## config.mk

```make
export PLATFORM = sky130hd
export DESIGN_NAME = dl_token_detect_unit_flat
export DESIGN_NICKNAME = d
export VERILOG_FILES = /design/src/rtl/dl_pkg.sv /design/src/rtl/dl_token_detect_unit_if.sv /design/src/rtl/dl_chan_merge.sv /design/src/rtl/dl_token_detect_unit.sv /design/src/flat_wrapper.sv
export SDC_FILE = /design/constraint.sdc
export NUM_CORES = 1
export LEC_CHECK = 0
export CAP_MARGIN = 0
export CELL_PAD_IN_SITES_DETAIL_PLACEMENT = 0
export CELL_PAD_IN_SITES_GLOBAL_PLACEMENT = 1
export CORE_AREA = 8 8 66 68
export DETAILED_ROUTE_END_ITERATION = 12
export DIE_AREA = 0 0 74 76
export PLACE_DENSITY = 0.77
export SETUP_SLACK_MARGIN = 0.02
export SYNTH_ARGS = -nofsm -noshare
export SYNTH_HDL_FRONTEND = slang
export SYNTH_HIERARCHICAL = 1
export SYNTH_SLANG_ARGS = --single-unit
```

## constraint.sdc

```tcl
create_clock -name clock -period 1.45 [get_ports clock]
set_input_delay 0.435 -clock clock [delete_from_list [all_inputs] [get_ports clock]]
set_output_delay 0.435 -clock clock [all_outputs]
set_load 0.02 [all_outputs]
```

## src/rtl/dl_pkg.sv

```systemverilog
// Shared types and helpers for the per-process token-passing deadlock detector.
package dl_pkg;

    typedef enum logic [1:0] {
        IDLE,
        WAIT,
        ARMED,
        DETECTED
    } dl_state_e;

    localparam int unsigned FN_W = 32;

    // One-hot mask with bit `id` set; zero when id lies outside `width`.
    function automatic logic [FN_W-1:0] onehot(input int unsigned id, input int unsigned width);
        logic [FN_W-1:0] r;
        r = FN_W'(1) << id;
        if (id >= width || id >= FN_W) begin
            r = '0;
        end
        return r;
    endfunction

    // Isolates the lowest set bit as a one-hot mask; zero input gives zero.
    function automatic logic [FN_W-1:0] lowest_bit(input logic [FN_W-1:0] vec);
        return vec & (~vec + FN_W'(1));
    endfunction

endpackage

```

## src/rtl/dl_token_detect_unit_if.sv

```systemverilog
// Detector-to-harness signal bundle: dependency inputs, detection tokens and report tokens.
interface dl_token_detect_unit_if #(
    parameter int unsigned PROC_NUM = 4,
    parameter int unsigned CHAN_NUM = 2
);
    logic                         proc_blocked;
    logic [CHAN_NUM-1:0]          dep_vec;
    logic [CHAN_NUM-1:0]          token_in_vld;
    logic [CHAN_NUM*PROC_NUM-1:0] token_in_data;
    logic [CHAN_NUM-1:0]          token_out_vld;
    logic [PROC_NUM-1:0]          token_out_data;
    logic [CHAN_NUM-1:0]          rpt_in_vld;
    logic [CHAN_NUM-1:0]          rpt_out_vld;
    logic [PROC_NUM-1:0]          origin;
    logic                         token_clear;
    logic                         dl_detect_out;

    // master: the harness/peers around a detector; slave: the detector itself
    modport master (
        output proc_blocked, dep_vec, token_in_vld, token_in_data, rpt_in_vld, origin, token_clear,
        input  token_out_vld, token_out_data, rpt_out_vld, dl_detect_out
    );

    modport slave (
        input  proc_blocked, dep_vec, token_in_vld, token_in_data, rpt_in_vld, origin, token_clear,
        output token_out_vld, token_out_data, rpt_out_vld, dl_detect_out
    );
endinterface

```

## src/rtl/dl_chan_merge.sv

```systemverilog
// Combinational OR of the ID sets carried by all valid incoming detection channels.
module dl_chan_merge #(
    parameter int unsigned PROC_NUM = 4,
    parameter int unsigned CHAN_NUM = 2
) (
    input  logic [CHAN_NUM-1:0]          vld,
    input  logic [CHAN_NUM*PROC_NUM-1:0] data,
    output logic [PROC_NUM-1:0]          merged
);
    logic [PROC_NUM-1:0] acc [CHAN_NUM+1];

    assign acc[0] = '0;

    for (genvar c = 0; c < CHAN_NUM; c++) begin : g_chan
        assign acc[c+1] = acc[c] | (data[c*PROC_NUM +: PROC_NUM] & {PROC_NUM{vld[c]}});
    end

    assign merged = acc[CHAN_NUM];
endmodule

```

## src/rtl/dl_token_detect_unit.sv

```systemverilog
// Per-process deadlock detector: arms after a sustained block, circulates its ID set and
// declares deadlock when its own ID returns; then relays the one-hot report token.
module dl_token_detect_unit
    import dl_pkg::*;
#(
    parameter int unsigned PROC_NUM     = 4,
    parameter int unsigned PROC_ID      = 0,
    parameter int unsigned CHAN_NUM     = 2,
    parameter int unsigned BLOCK_THRESH = 16
) (
    input logic                  clock,
    input logic                  reset,
    dl_token_detect_unit_if.slave bus
);
    localparam int unsigned CNT_W = $clog2(BLOCK_THRESH + 1);
    localparam logic [CNT_W-1:0]    THRESH = CNT_W'(BLOCK_THRESH);
    localparam logic [PROC_NUM-1:0] OWN_ID = PROC_NUM'(onehot(PROC_ID, PROC_NUM));

    dl_state_e           state;
    logic [CNT_W-1:0]    cnt;
    logic [PROC_NUM-1:0] tok;
    logic [CHAN_NUM-1:0] dep_reg;
    logic                rpt_org;

    logic [PROC_NUM-1:0] merged;
    logic                blk;
    logic [CNT_W-1:0]    cnt_inc;
    logic                own_hit;
    logic                org_hit;
    logic                rpt_hit;
    logic [CHAN_NUM-1:0] rpt_dir;

    dl_chan_merge #(
        .PROC_NUM (PROC_NUM),
        .CHAN_NUM (CHAN_NUM)
    ) u_merge (
        .vld    (bus.token_in_vld),
        .data   (bus.token_in_data),
        .merged (merged)
    );

    assign blk     = bus.proc_blocked && (|bus.dep_vec);
    assign cnt_inc = cnt + CNT_W'(1);
    assign own_hit = |(merged & OWN_ID);
    assign org_hit = |(bus.origin & OWN_ID);
    assign rpt_hit = |bus.rpt_in_vld;
    assign rpt_dir = CHAN_NUM'(lowest_bit(FN_W'(dep_reg)));

    // FSM with registered outputs; report pulses default low every cycle
    always_ff @(posedge clock) begin
        if (!reset) begin
            state              <= IDLE;
            cnt                <= '0;
            tok                <= '0;
            dep_reg            <= '0;
            rpt_org            <= 1'b0;
            bus.token_out_vld  <= '0;
            bus.token_out_data <= '0;
            bus.rpt_out_vld    <= '0;
            bus.dl_detect_out  <= 1'b0;
        end else begin
            bus.rpt_out_vld   <= '0;
            bus.dl_detect_out <= 1'b0;
            case (state)
                // cnt is 0 in IDLE, so the same increment path covers both states
                IDLE, WAIT: begin
                    if (!blk) begin
                        state <= IDLE;
                        cnt   <= '0;
                    end else if (cnt_inc >= THRESH) begin
                        state              <= ARMED;
                        cnt                <= THRESH;
                        dep_reg            <= bus.dep_vec;
                        tok                <= OWN_ID;
                        bus.token_out_vld  <= bus.dep_vec;
                        bus.token_out_data <= OWN_ID;
                    end else begin
                        state <= WAIT;
                        cnt   <= cnt_inc;
                    end
                end
                ARMED: begin
                    if (own_hit) begin
                        state              <= DETECTED;
                        tok                <= tok | merged;
                        bus.token_out_data <= tok | merged;
                        bus.dl_detect_out  <= 1'b1;
                    end else if (!bus.proc_blocked || (bus.dep_vec != dep_reg)) begin
                        state              <= IDLE;
                        cnt                <= '0;
                        tok                <= '0;
                        bus.token_out_vld  <= '0;
                        bus.token_out_data <= '0;
                    end else begin
                        tok                <= tok | merged;
                        bus.token_out_data <= tok | merged;
                    end
                end
                DETECTED: begin
                    tok                <= tok | merged;
                    bus.token_out_data <= tok | merged;
                    // injection and forwarding share one channel, hence a single pulse
                    if (org_hit || (rpt_hit && !rpt_org)) begin
                        bus.rpt_out_vld <= rpt_dir;
                    end
                    bus.dl_detect_out <= rpt_hit;
                    rpt_org           <= (rpt_org && !bus.token_clear) || org_hit;
                end
                default: state <= IDLE;
            endcase
        end
    end
endmodule

```

## src/flat_wrapper.sv

```systemverilog
// flat-port wrapper written by rule: the top's interface ports become plain ports
module dl_token_detect_unit_flat import dl_pkg::*;
#(
    parameter int unsigned PROC_NUM     = 4,
    parameter int unsigned PROC_ID      = 0,
    parameter int unsigned CHAN_NUM     = 2,
    parameter int unsigned BLOCK_THRESH = 16
)
  (clock, reset, bus_proc_blocked, bus_dep_vec, bus_token_in_vld, bus_token_in_data, bus_rpt_in_vld, bus_origin, bus_token_clear, bus_token_out_vld, bus_token_out_data, bus_rpt_out_vld, bus_dl_detect_out);
  dl_token_detect_unit_if #(.PROC_NUM(PROC_NUM), .CHAN_NUM(CHAN_NUM)) bus_i ();
  input logic clock;
  input logic reset;
  input wire logic [$bits(bus_i.proc_blocked)-1:0] bus_proc_blocked;
  input wire logic [$bits(bus_i.dep_vec)-1:0] bus_dep_vec;
  input wire logic [$bits(bus_i.token_in_vld)-1:0] bus_token_in_vld;
  input wire logic [$bits(bus_i.token_in_data)-1:0] bus_token_in_data;
  input wire logic [$bits(bus_i.rpt_in_vld)-1:0] bus_rpt_in_vld;
  input wire logic [$bits(bus_i.origin)-1:0] bus_origin;
  input wire logic [$bits(bus_i.token_clear)-1:0] bus_token_clear;
  output wire logic [$bits(bus_i.token_out_vld)-1:0] bus_token_out_vld;
  output wire logic [$bits(bus_i.token_out_data)-1:0] bus_token_out_data;
  output wire logic [$bits(bus_i.rpt_out_vld)-1:0] bus_rpt_out_vld;
  output wire logic [$bits(bus_i.dl_detect_out)-1:0] bus_dl_detect_out;
  assign bus_i.proc_blocked = bus_proc_blocked;
  assign bus_i.dep_vec = bus_dep_vec;
  assign bus_i.token_in_vld = bus_token_in_vld;
  assign bus_i.token_in_data = bus_token_in_data;
  assign bus_i.rpt_in_vld = bus_rpt_in_vld;
  assign bus_i.origin = bus_origin;
  assign bus_i.token_clear = bus_token_clear;
  assign bus_token_out_vld = bus_i.token_out_vld;
  assign bus_token_out_data = bus_i.token_out_data;
  assign bus_rpt_out_vld = bus_i.rpt_out_vld;
  assign bus_dl_detect_out = bus_i.dl_detect_out;
  dl_token_detect_unit #(.PROC_NUM(PROC_NUM), .PROC_ID(PROC_ID), .CHAN_NUM(CHAN_NUM), .BLOCK_THRESH(BLOCK_THRESH)) u_core (.clock(clock), .reset(reset), .bus(bus_i));
endmodule
```

==> metrics.csv <==
stage,metric,value,unit
sta,maxSlewHeadroom,70.1,%
floorplan,ioPinCount,31,
setup_path,critPathMaxStageDelay,310,ps
clock_tree,cts_tree,done,
grt,overflow,0,
floorplan,die_h,76,um
floorplan,fp.dieW,74,um
synthesis,synthTopCellsByCount,"dfxtp_1, nand2_1, nor2_1",
sta,timing.hold.ws,475,ps
synthesis,netlist_area,925,um2
setup_path,path_class,in2reg,
synthesis,syn_inst,101,
placement,preCtsSetupSlack,-542,ps
sta,worst_pin_slew,448,ps
synthesis,synth_edf_count,0,
clock_tree,hold_buffers,0,
synthesis,ys_warn_count,6,
sta,tns,0,ps
route,vias,970,
route,wirelength,2.75,mm
sta,setup_viol,0,
setup_path,arrival,1630,ps
synthesis,post-synth-top-count-cell,dfxtp_1,
clock_tree,cts_root_buf,clkbuf_4,
pwr,power_density,648,mW/mm2
floorplan,die-area,0.00562,mm2
cells_and_area,nNetsFinal,178,
route,route.detailed.drc,0,
synthesis,synth.area.top_cells,"dfxtp_1, nand2_1, nand4_1",
sta,fin_skew,7.43,ps
clock_tree,clkLatencyLatePin,300,ps
synthesis,synthFlopType,dfxtp_1,
setup_path,critPathBufInv,1,
cells_and_area,fillers,345,
clock_tree,cts-buffers-inserted,3,
grt,gr-usage-all-layers,10.2,%
cells_and_area,top_regs,"u_core/cnt (5), u_core/tok (4)",
cells_and_area,largest_reg_flops,5,
setup_path,cp_slowest_cell,a311oi_4,
job,drv_cap,0,
clock_tree,clock-sinks,19,
placement,dp_hpwl,2.11,mm
sta,finalHoldViolations,0,
setup_path,path_cells,clkdlybuf4s15_1 > xnor2_2 > a311oi_4 > nand2b_4 > mux2i_1,
sta,min_period,1400,ps
sta,timing.final.crit_share,96.8,%
synthesis,synth_top_area_cell,dfxtp_1,
setup_path,cp_top_family,compound AO/OA/AOI/OAI gates,
route,ant_nets,0,
sta,layout_setup_ws,46.9,ps
setup_path,crit_fanout,5,
setup_path,critPathCaptureType,flip-flop,
synthesis,synth_seq_cells,19,
cells_and_area,regMostFlops,u_core/cnt,
pwr,leakage,0.000596,uW
synthesis,synth_cell_types,36,
grt,grt_start_max_net_pins,14,
synthesis,synth_top_area_share,41.1,%
placement,gp_congestion,0.735,
setup_path,required,1680,ps
min_path,hold_path_class,reg2reg,
floorplan,core,0.00344,mm2
synthesis,postSynthAreaPerCell,9.15,um2
cells_and_area,regArea,383,um2
grt,first_global_vias,1042,
clock_tree,htreeDepth,1,
route,drtIter0Drc,81,
floorplan,num_rows,22,
pwr,finalPower,973,uW
clock_tree,clockBufferDepth,2,
pwr,irDropWorstVdd,0.000262,V
grt,antenna_found_initial,0,
cells_and_area,syn_to_final_growth,62.4,%
clock_tree,path_clk_slew,110,ps
cells_and_area,multiInputGateArea,607,um2
placement,portBuffers,27,
route,detail_route.wl_per_cell,13.6,um
cells_and_area,drive_above_1_share,32.5,%
setup_path,start_kind,input port,
run_status,status,"finished, final reports clean",
sta,slew_violations,0,
cells_and_area,post-route-cell-area,0.00150,mm2
synthesis,synth_nets,124,
synthesis,synth_seq_area_share,41.1,%
cells_and_area,antennaDiodeCount,0,
synthesis,async_reset_ff_share,0,%
grt,grt_pass1_wl,4.56,mm
sta,fmax,713,MHz
setup_path,rrSetupSlack,60,ps
placement,placed_area,0.00142,mm2
route,avgViaCountPerCell,4.80,
sta,rsz0062_at_grt,false,
floorplan,initial_core_util,26.9,%
route,first_pass_iters,4,
[path summary, 6_finish.rpt]
check / startpoint / to / cells past startpoint
setup reg to reg: u_core/dep_reg[1] / u_core/cnt[1] / 4
hold reg to reg: u_core/bus.token_out_vld[0] / u_core/bus.token_out_vld[0] / 2
hold / removal: u_core/bus.token_out_vld[0] / u_core/bus.token_out_vld[0] / 2
setup / recovery: bus_dep_vec[0] / u_core/cnt[1] / 5
[cell type report]
cell class | count | area share (%)
Multi-Input combinational cell | 78 | 40.4
Sequential cell | 19 | 25.5
Tap cell | 48 | 4.00
Clock buffer | 4 | 1.75
Timing Repair Buffer | 51 | 27.8
Inverter | 2 | 0.500
[worst reg2reg max path: stages (launching register included)]
cell and delay (ps):
dfxtp_1 360, xnor2_2 190, a311oi_4 340, nand2b_4 220, mux2i_1 190
[cell usage in the layout, fill, tap and decap left out, types with 4 or more instances in the layout]
cell type | synthesis | final
a21oi_1 | 4 | 4
buf_4 | 0 | 22
clkbuf_2 | 0 | 7
clkdlybuf4s15_1 | 0 | 5
clkdlybuf4s50_1 | 0 | 11
dfxtp_1 | 19 | 17
dlygate4sd2_1 | 0 | 4
nand2_1 | 12 | 12
nand3_1 | 5 | 4
nand4_1 | 7 | 7
nor2_1 | 10 | 10
[metrics by stage]
step | util (%) | instances
final | 43.6 | 202
after global placement | 41.2 | 197
after global routing | 43.6 | 202
after detailed placement | 41.2 | 197
after CTS | 43.6 | 202
after floorplan | - | 101
[power breakdown]
part,total [uW],switching [uW],internal (uW)
Combinational,174,73.5,101
Clock,269,161,107
Sequential,530,4.42,526
Total,973,239,734
[routing by layer]
metal / vias to the layer above / global-route usage, % / share of wire (%)
li1: 481 / - / -
met1: 466 / 10.4 / 41
met2: 19 / 18.0 / 53
met3: 4 / 1.71 / 4.1
met4: 0 / 6.60 / 1.5
met5: - / 0 / 0
[kinds of logic (layout without fill, tap and decap cells)]
family	Yosys count	count (layout)	synth area share [%]
AND/OR/NAND/NOR	43	43	23.3
AO/OA/AOI/OAI	27	27	24.6
flip-flops	19	19	41.1
XOR/XNOR	4	4	4.60
buffers and inverters	4	57	1.76
multiplexers	3	3	3.25
adder cells (fa/ha/maj)	1	1	1.35
[what timing repair did]
action | 4_1_cts | 5_1_grt
endpoints found under the setup margin | 23 | 17
buffers inserted | 1 | 0
pin swaps | 4 | 5
gates resized for setup | 36 | 17
No activity file was read; power rests on OpenSTA's default activity.
